--- config.mk ---
export PLATFORM = sky130hd
export DESIGN_NAME = serial_adder
export DESIGN_NICKNAME = d
export VERILOG_FILES = /design/src/rtl/serial_adder.sv
export SDC_FILE = /design/constraint.sdc
export NUM_CORES = 1
export LEC_CHECK = 0
export ABC_AREA = 1
export BUFFER_PORTS_ARGS = -buffer_cell sky130_fd_sc_hd__buf_4
export CAP_MARGIN = 10
export CORE_ASPECT_RATIO = 2
export CORE_UTILIZATION = 38
export CTS_BUF_LIST = sky130_fd_sc_hd__clkbuf_8
export DETAILED_ROUTE_END_ITERATION = 6
export GPL_TIMING_DRIVEN = 0
export PLACE_DENSITY = 0.65
export SLEW_MARGIN = 20
export SYNTH_ARGS = -nofsm -noshare
export SYNTH_HDL_FRONTEND = slang
export SYNTH_SLANG_ARGS = --single-unit
export TNS_END_PERCENT = 100
--- constraint.sdc ---
create_clock -name clk -period 3.2 [get_ports clk]
set_clock_uncertainty 0.15 [all_clocks]
set_input_delay 0.32 -clock clk [delete_from_list [all_inputs] [get_ports clk]]
set_output_delay 0.32 -clock clk [all_outputs]
set_load 0.02 [all_outputs]
--- src/rtl/serial_adder.sv ---
// serial_adder: bit-serial adder/subtractor.
// One full-adder stage processes a single bit pair per clock, LSB first.
// Operands are captured on start, sum/cout update only when the last bit
// has been added, and done pulses for the single cycle spent in DONE.
module serial_adder #(
  parameter int WIDTH = 8
) (
  input  logic             clk,
  input  logic             rst,
  input  logic             start,
  input  logic [WIDTH-1:0] a,
  input  logic [WIDTH-1:0] b,
  input  logic             cin,
  input  logic             sub,
  output logic             busy,
  output logic             done,
  output logic [WIDTH-1:0] sum,
  output logic             cout
);

  localparam int CW = (WIDTH > 1) ? $clog2(WIDTH) : 1;
  localparam logic [CW-1:0] CNT_LAST = CW'(WIDTH - 1);

  typedef enum logic [1:0] {
    IDLE = 2'd0,
    RUN  = 2'd1,
    DONE = 2'd2
  } state_t;

  // Full-adder sum bit.
  function automatic logic fa_sum(input logic x, input logic y, input logic c);
    return x ^ y ^ c;
  endfunction

  // Full-adder carry bit.
  function automatic logic fa_carry(input logic x, input logic y, input logic c);
    return (x & y) | (c & (x ^ y));
  endfunction

  state_t           state_r;
  state_t           state_next_s;
  logic [WIDTH-1:0] op_a_r;
  logic [WIDTH-1:0] op_b_r;
  logic [WIDTH-1:0] res_r;
  logic [CW-1:0]    cnt_r;
  logic             carry_r;
  logic             busy_r;
  logic             done_r;
  logic [WIDTH-1:0] sum_r;
  logic             cout_r;

  logic             capture_s;
  logic             last_s;
  logic             bit_s;
  logic             carry_next_s;
  logic [WIDTH-1:0] res_next_s;

  // Next-state logic and the single full-adder stage.
  always_comb begin
    state_next_s = state_r;
    capture_s    = 1'b0;
    last_s       = 1'b0;
    bit_s        = fa_sum(op_a_r[0], op_b_r[0], carry_r);
    carry_next_s = fa_carry(op_a_r[0], op_b_r[0], carry_r);
    res_next_s   = {bit_s, res_r[WIDTH-1:1]};
    case (state_r)
      IDLE: begin
        if (start) begin
          capture_s    = 1'b1;
          state_next_s = RUN;
        end else begin
          state_next_s = IDLE;
        end
      end
      RUN: begin
        if (cnt_r == CNT_LAST) begin
          last_s       = 1'b1;
          state_next_s = DONE;
        end else begin
          state_next_s = RUN;
        end
      end
      DONE: begin
        if (start) begin
          capture_s    = 1'b1;
          state_next_s = RUN;
        end else begin
          state_next_s = IDLE;
        end
      end
      default: begin
        state_next_s = IDLE;
      end
    endcase
  end

  // State register plus registered busy/done decoded from the next state.
  always_ff @(posedge clk) begin
    if (rst) begin
      state_r <= IDLE;
      busy_r  <= 1'b0;
      done_r  <= 1'b0;
    end else begin
      state_r <= state_next_s;
      busy_r  <= (state_next_s == RUN);
      done_r  <= (state_next_s == DONE);
    end
  end

  // Operand capture, per-bit shifting and the result load on the last bit.
  always_ff @(posedge clk) begin
    if (rst) begin
      op_a_r  <= {WIDTH{1'b0}};
      op_b_r  <= {WIDTH{1'b0}};
      res_r   <= {WIDTH{1'b0}};
      cnt_r   <= {CW{1'b0}};
      carry_r <= 1'b0;
      sum_r   <= {WIDTH{1'b0}};
      cout_r  <= 1'b0;
    end else if (capture_s) begin
      // Subtraction is A + ~B + 1: invert B and seed the carry with 1.
      op_a_r  <= a;
      op_b_r  <= sub ? ~b : b;
      carry_r <= sub ? 1'b1 : cin;
      res_r   <= {WIDTH{1'b0}};
      cnt_r   <= {CW{1'b0}};
    end else if (state_r == RUN) begin
      op_a_r  <= op_a_r >> 1;
      op_b_r  <= op_b_r >> 1;
      carry_r <= carry_next_s;
      res_r   <= res_next_s;
      cnt_r   <= cnt_r + CW'(1);
      // The final bit is still in flight, so load from the shifted value.
      if (last_s) begin
        sum_r  <= res_next_s;
        cout_r <= carry_next_s;
      end else begin
        sum_r  <= sum_r;
        cout_r <= cout_r;
      end
    end else begin
      op_a_r  <= op_a_r;
      op_b_r  <= op_b_r;
      carry_r <= carry_r;
      res_r   <= res_r;
      cnt_r   <= cnt_r;
    end
  end

  assign busy = busy_r;
  assign done = done_r;
  assign sum  = sum_r;
  assign cout = cout_r;

endmodule

# --- Word level (Yosys, flattened, before mapping) ---
# Index checks and enable logic that the tools add are counted.
word_totals:
  regBits: 41
  input_bits: 21
  out_inout_bits: 11
classes:
  addsub: 1
  eq_ne: 5
  n_mux: 15
  bitwise: 7
  n_reduce_logical: 5
op_table:
  columns: ["cell", "count"]
  rows:
  - ["8-bit two-way mux", 5]
  - ["1-bit two-way mux", 8]
  - ["8-bit inverter", 1]
  - ["2-bit by 1-bit == test with 1-bit output (second input constant)", 2]
  - ["2-bit == test (second input constant)", 2]
  - ["2-bit one-hot mux with 2 select lines", 1]
  - ["2-bit OR reduction", 2]
  - ["3-bit by 1-bit adder with 3-bit output (second input constant)", 1]
  - ["3-bit == test (second input constant)", 1]
  - ["3-bit AND reduction", 1]
  - ["1-bit bitwise AND", 2]
  - ["2-bit logical NOT", 1]
  - ["2-bit two-way mux", 1]
  - ["2-bit nonzero test", 1]
  - ["1-bit bitwise XOR", 2]
  - ["1-bit inverter", 1]
  - ["1-bit OR", 1]

# --- Longest topological paths before layout ---
depth:
  word_depth: 5
  ltp_mapped: 8
  ltp_nobuf: 8

# --- Least setup slack after synthesis ---
# OpenSTA, ideal clock, no wires.
synth_timing:
  path_type: "reg-to-reg"
  start: "reg cnt_r[0]"
  end: "reg cout_r (netlist: cout)"
  setup_ns: 0.112
  arrival_ns: 1.047
  required_time_ns: 2.938
  path_slack_ns: 1.890
  stages_incl_launch_ff: 9
  path_buffers: 0
  synth_period_minus_slack_ns: 1.310
  path_cell_list: "dfxtp_1 -> ha_1 -> ha_1 -> inv_1 -> nor2_4 -> nand2_1 -> inv_1 -> nand2_1 -> nand2_1"
synth_via:
  elab_chain_len: 4
synth_lines:
  columns: ["element", "line", "text"]
  rows:
  - ["from (decl)", "45", "logic [CW-1:0] cnt_r;"]
  - ["from (signal assigned)", "116", "cnt_r <= {CW{1'b0}};"]
  - ["from (signal assigned)", "126", "cnt_r <= {CW{1'b0}};"]
  - ["from (signal assigned)", "132", "cnt_r <= cnt_r + CW'(1);"]
  - ["3-bit == test", "76", "if (cnt_r == CNT_LAST) begin"]
  - ["1-bit two-way mux", "76", null]
  - ["1-bit two-way mux", "66", "case (state_r)"]
  - ["3-bit AND reduction (no line)", null, null]
  - ["to (signal assigned)", "136", "cout_r <= carry_next_s;"]
  - ["to (signal assigned)", "139", "cout_r <= cout_r;"]
  - ["to (decl)", "50", "logic cout_r;"]
# No other way between the ends.
# A chain may end at the register's enable or synchronous reset.

# --- Worst setup path in the final report ---
# Same ends and word-level chain as after synthesis.

==> flow_summary.toml <==
[grt]
grt_max_degree = 14
grt_usage = 0.182
grt_pass1_vias = 1527
antenna_found_initial = 0
overflow = 0
grt_pass1_wl_um = 7010

[detailed_routing]
dr.first_iter.drc_count = 19
dr.pass1.iters = 4
wl_per_cell_um = 12.0
viasPerCell = 4.65
ant_nets = 0
via_count = 1610
routed_wl_um = 4160
drc = 0

[logic_synthesis]
syn-cell-area_sq_um = 1880
synthCells = 254
synth_nets = 278
netlist-cell-type-count = 26
syn_avg_cell_area_sq_um = 7.39
synth-seq-area-share = 0.427
synth-seq-cells = 40
yosysWarnings = 0

[sta]
worst_pin_slew_ns = 0.396
fmax_ghz = 0.652
finalCritPeriodShare = 0.479
hold_viol_final = 0
max-slew-margin-rel = 0.735
min_period_ns = 1.53
drv_slew = 0
setup_violations = 0
setup_tns_ns = 0
rsz0062_at_grt = "false"

[clocking]
clkSinkCount = 40
cts_buffer_depth = 2
cts_tree = "built"
clk_pin_slew_ns = 0.08
cts_root_buf = "clkbuf_8"
htreeDepth = 2
cts_setup_buffers = 0
ctsHoldBuffers = 0
clock_latency_ns = 0.29
numCtsBuffers = 5
ctsResizeCount = 0

[cells_and_area]
fin_cells = 346
nets = 314
area_delta_synth_final_pct = 21.2
drive_above_1_share = 0.251
antenna_cells = 0

[pwr]
power_density_nw_per_um2 = 498
p_leak_nw = 1.12
ir_drop_mv = 0.266

[outcome]
status = "completed"

[floorplan]
initial_utilization = 0.401
dieArea_sq_um = 5240
die_w_um = 51.7
rows = 35
core_sq_um = 4690
dieHeight_um = 101
io_pins = 32

[place]
io_buffers = 29
dpl.cell_count = 338
gp_congestion = 0.786
hpwl_um = 3120

[worst_setup_path]
crit_path_max_fanout = 7
critPathMaxStageDelay_ns = 0.36
path_class = "register to register"
path_cells = "ha_1 > ha_1 > inv_1 > nor2_4 > nand2_1 > inv_1 > nand2_1 > nand2_1"
critPathArrivalTime_ns = 1.63
end_kind = "register"
crit_path_start_kind = "register"
cp.required_ns = 3.30
cpMaxStageDelayCell = "dfxtp_1"
cpMostUsedCell = "nand2_1"

[job]
maxCapViolCount = 0

[worst_hold_path]
hold_class = "input pin to register"
==> path summary, 6_finish.rpt <==
| path | from | end | slack (ns) | cells after the start |
|---|---|---|---|---|
| worst max register to register | cnt_r[0] | cout | 1.67 | 8 |
| worst min register to register | op_a_r[1] | op_a_r[1] | 0.32 | 2 |
| worst max-delay path | cnt_r[0] | cout | 1.67 | 8 |
| worst min-delay path | a[7] | op_a_r[7] | 0.1 | 3 |
==> synth_stat cells <==
master | instances | share of area
nor2_4 | 4 | 0.024
nand2_4 | 2 | 0.012
a21oi_2 | 1 | 0.0047
inv_2 | 4 | 0.0080
nor3_1 | 3 | 0.0080
buf_2 | 4 | 0.011
o21ai_2 | 4 | 0.019
dfxtp_1 | 40 | 0.43
inv_1 | 34 | 0.068
fa_1 | 1 | 0.011
buf_12 | 1 | 0.011
ha_1 | 2 | 0.013
nand3_2 | 1 | 0.0053
o21ai_1 | 3 | 0.0080
nand2_1 | 60 | 0.12
buf_6 | 2 | 0.012
nor2_2 | 5 | 0.017
o21ai_0 | 17 | 0.045
buf_4 | 2 | 0.0080
nand2_2 | 4 | 0.013
clkbuf_8 | 1 | 0.0073
nor2_1 | 24 | 0.048
buf_8 | 1 | 0.0080
a21oi_1 | 18 | 0.048
xor2_1 | 1 | 0.0047
nand3_1 | 15 | 0.040
==> layout make-up <==
class,instances,area [sq um]
repair buffers,29,218
well taps,55,68.8
clock inverters,3,42.5
flip-flops and latches,40,801
fillers,491,2410
multi-input cells,165,827
clock buffers,5,68.8
plain buffers,11,106
inverters,38,143
==> cells in the final DEF, fill, tap and decap left out, types with 2 or more instances in the layout <==
cell type  instances
nor2_1            24
nor2_2             5
o21ai_1            3
a21oi_1           18
nand2_4            2
ha_1               2
dfxtp_1           40
inv_1             34
nand3_1           15
buf_2              4
o21ai_0           17
clkbuf_8           6
inv_2              4
nand2_2            4
nor3_1             3
o21ai_2            4
buf_4             31
buf_6              2
nand2_1           60
nor2_4             4
==> routing by layer <==
layer  up-vias  wire length (um)  GRT usage
met5         -                 0          0
met1       711              1620      0.186
met4         0               183      0.127
met2        31              2220      0.321
li1        855                 -          -
met3        13               137     0.0345
==> report_power, final <==
group | internal, mW | switching (mW)
Sequential | 0.526 | 0.0170
Combinational | 0.0771 | 0.103
Clock | 0.231 | 0.179
==> state kept, by name (all words and copies together), names as in the netlist <==
signal	cells
done	1
op_b_r	8
busy	1
carry_r	1
cnt_r	3
res_r	7
state_r	2
op_a_r	8
cout	1
sum	8
==> stage by stage <==
stage | setup WS [ns] | power (mW) | instance area, sq um | utilization | hold WS, ns
6_report | 1.67 | 1.13 | 2270 | 0.485 | 0.0958
2_1_floorplan | 1.89 | 0.681 | 1880 | - | 0.289
4_1_cts | 1.65 | 1.15 | 2270 | 0.485 | 0.0901
5_1_grt | 1.53 | 1.19 | 2270 | 0.485 | 0.0876
3_5_place_dp | 1.66 | 0.735 | 2160 | 0.462 | 0.307
3_3_place_gp | 1.66 | 0.732 | 2160 | 0.462 | 0.300
==> cells by family (layout without fill, tap and decap cells) <==
family	Yosys count	count (layout)	synth area share
XOR/XNOR	1	1	0.00467
adder cells (fa/ha/maj)	3	3	0.0240
AND/OR/NAND/NOR	118	118	0.287
buffers and inverters	49	86	0.133
flip-flops	40	40	0.427
AO/OA/AOI/OAI	43	43	0.125
==> worst max-delay path: cells and delay by family, from the launching register on <==
kind                     cells  cell delay, ns
adder cells (fa/ha/maj)      2            0.29
buffers and inverters        2            0.20
flip-flops                   1            0.36
AND/OR/NAND/NOR              4            0.48
No activity file was read; power rests on OpenSTA's default activity.
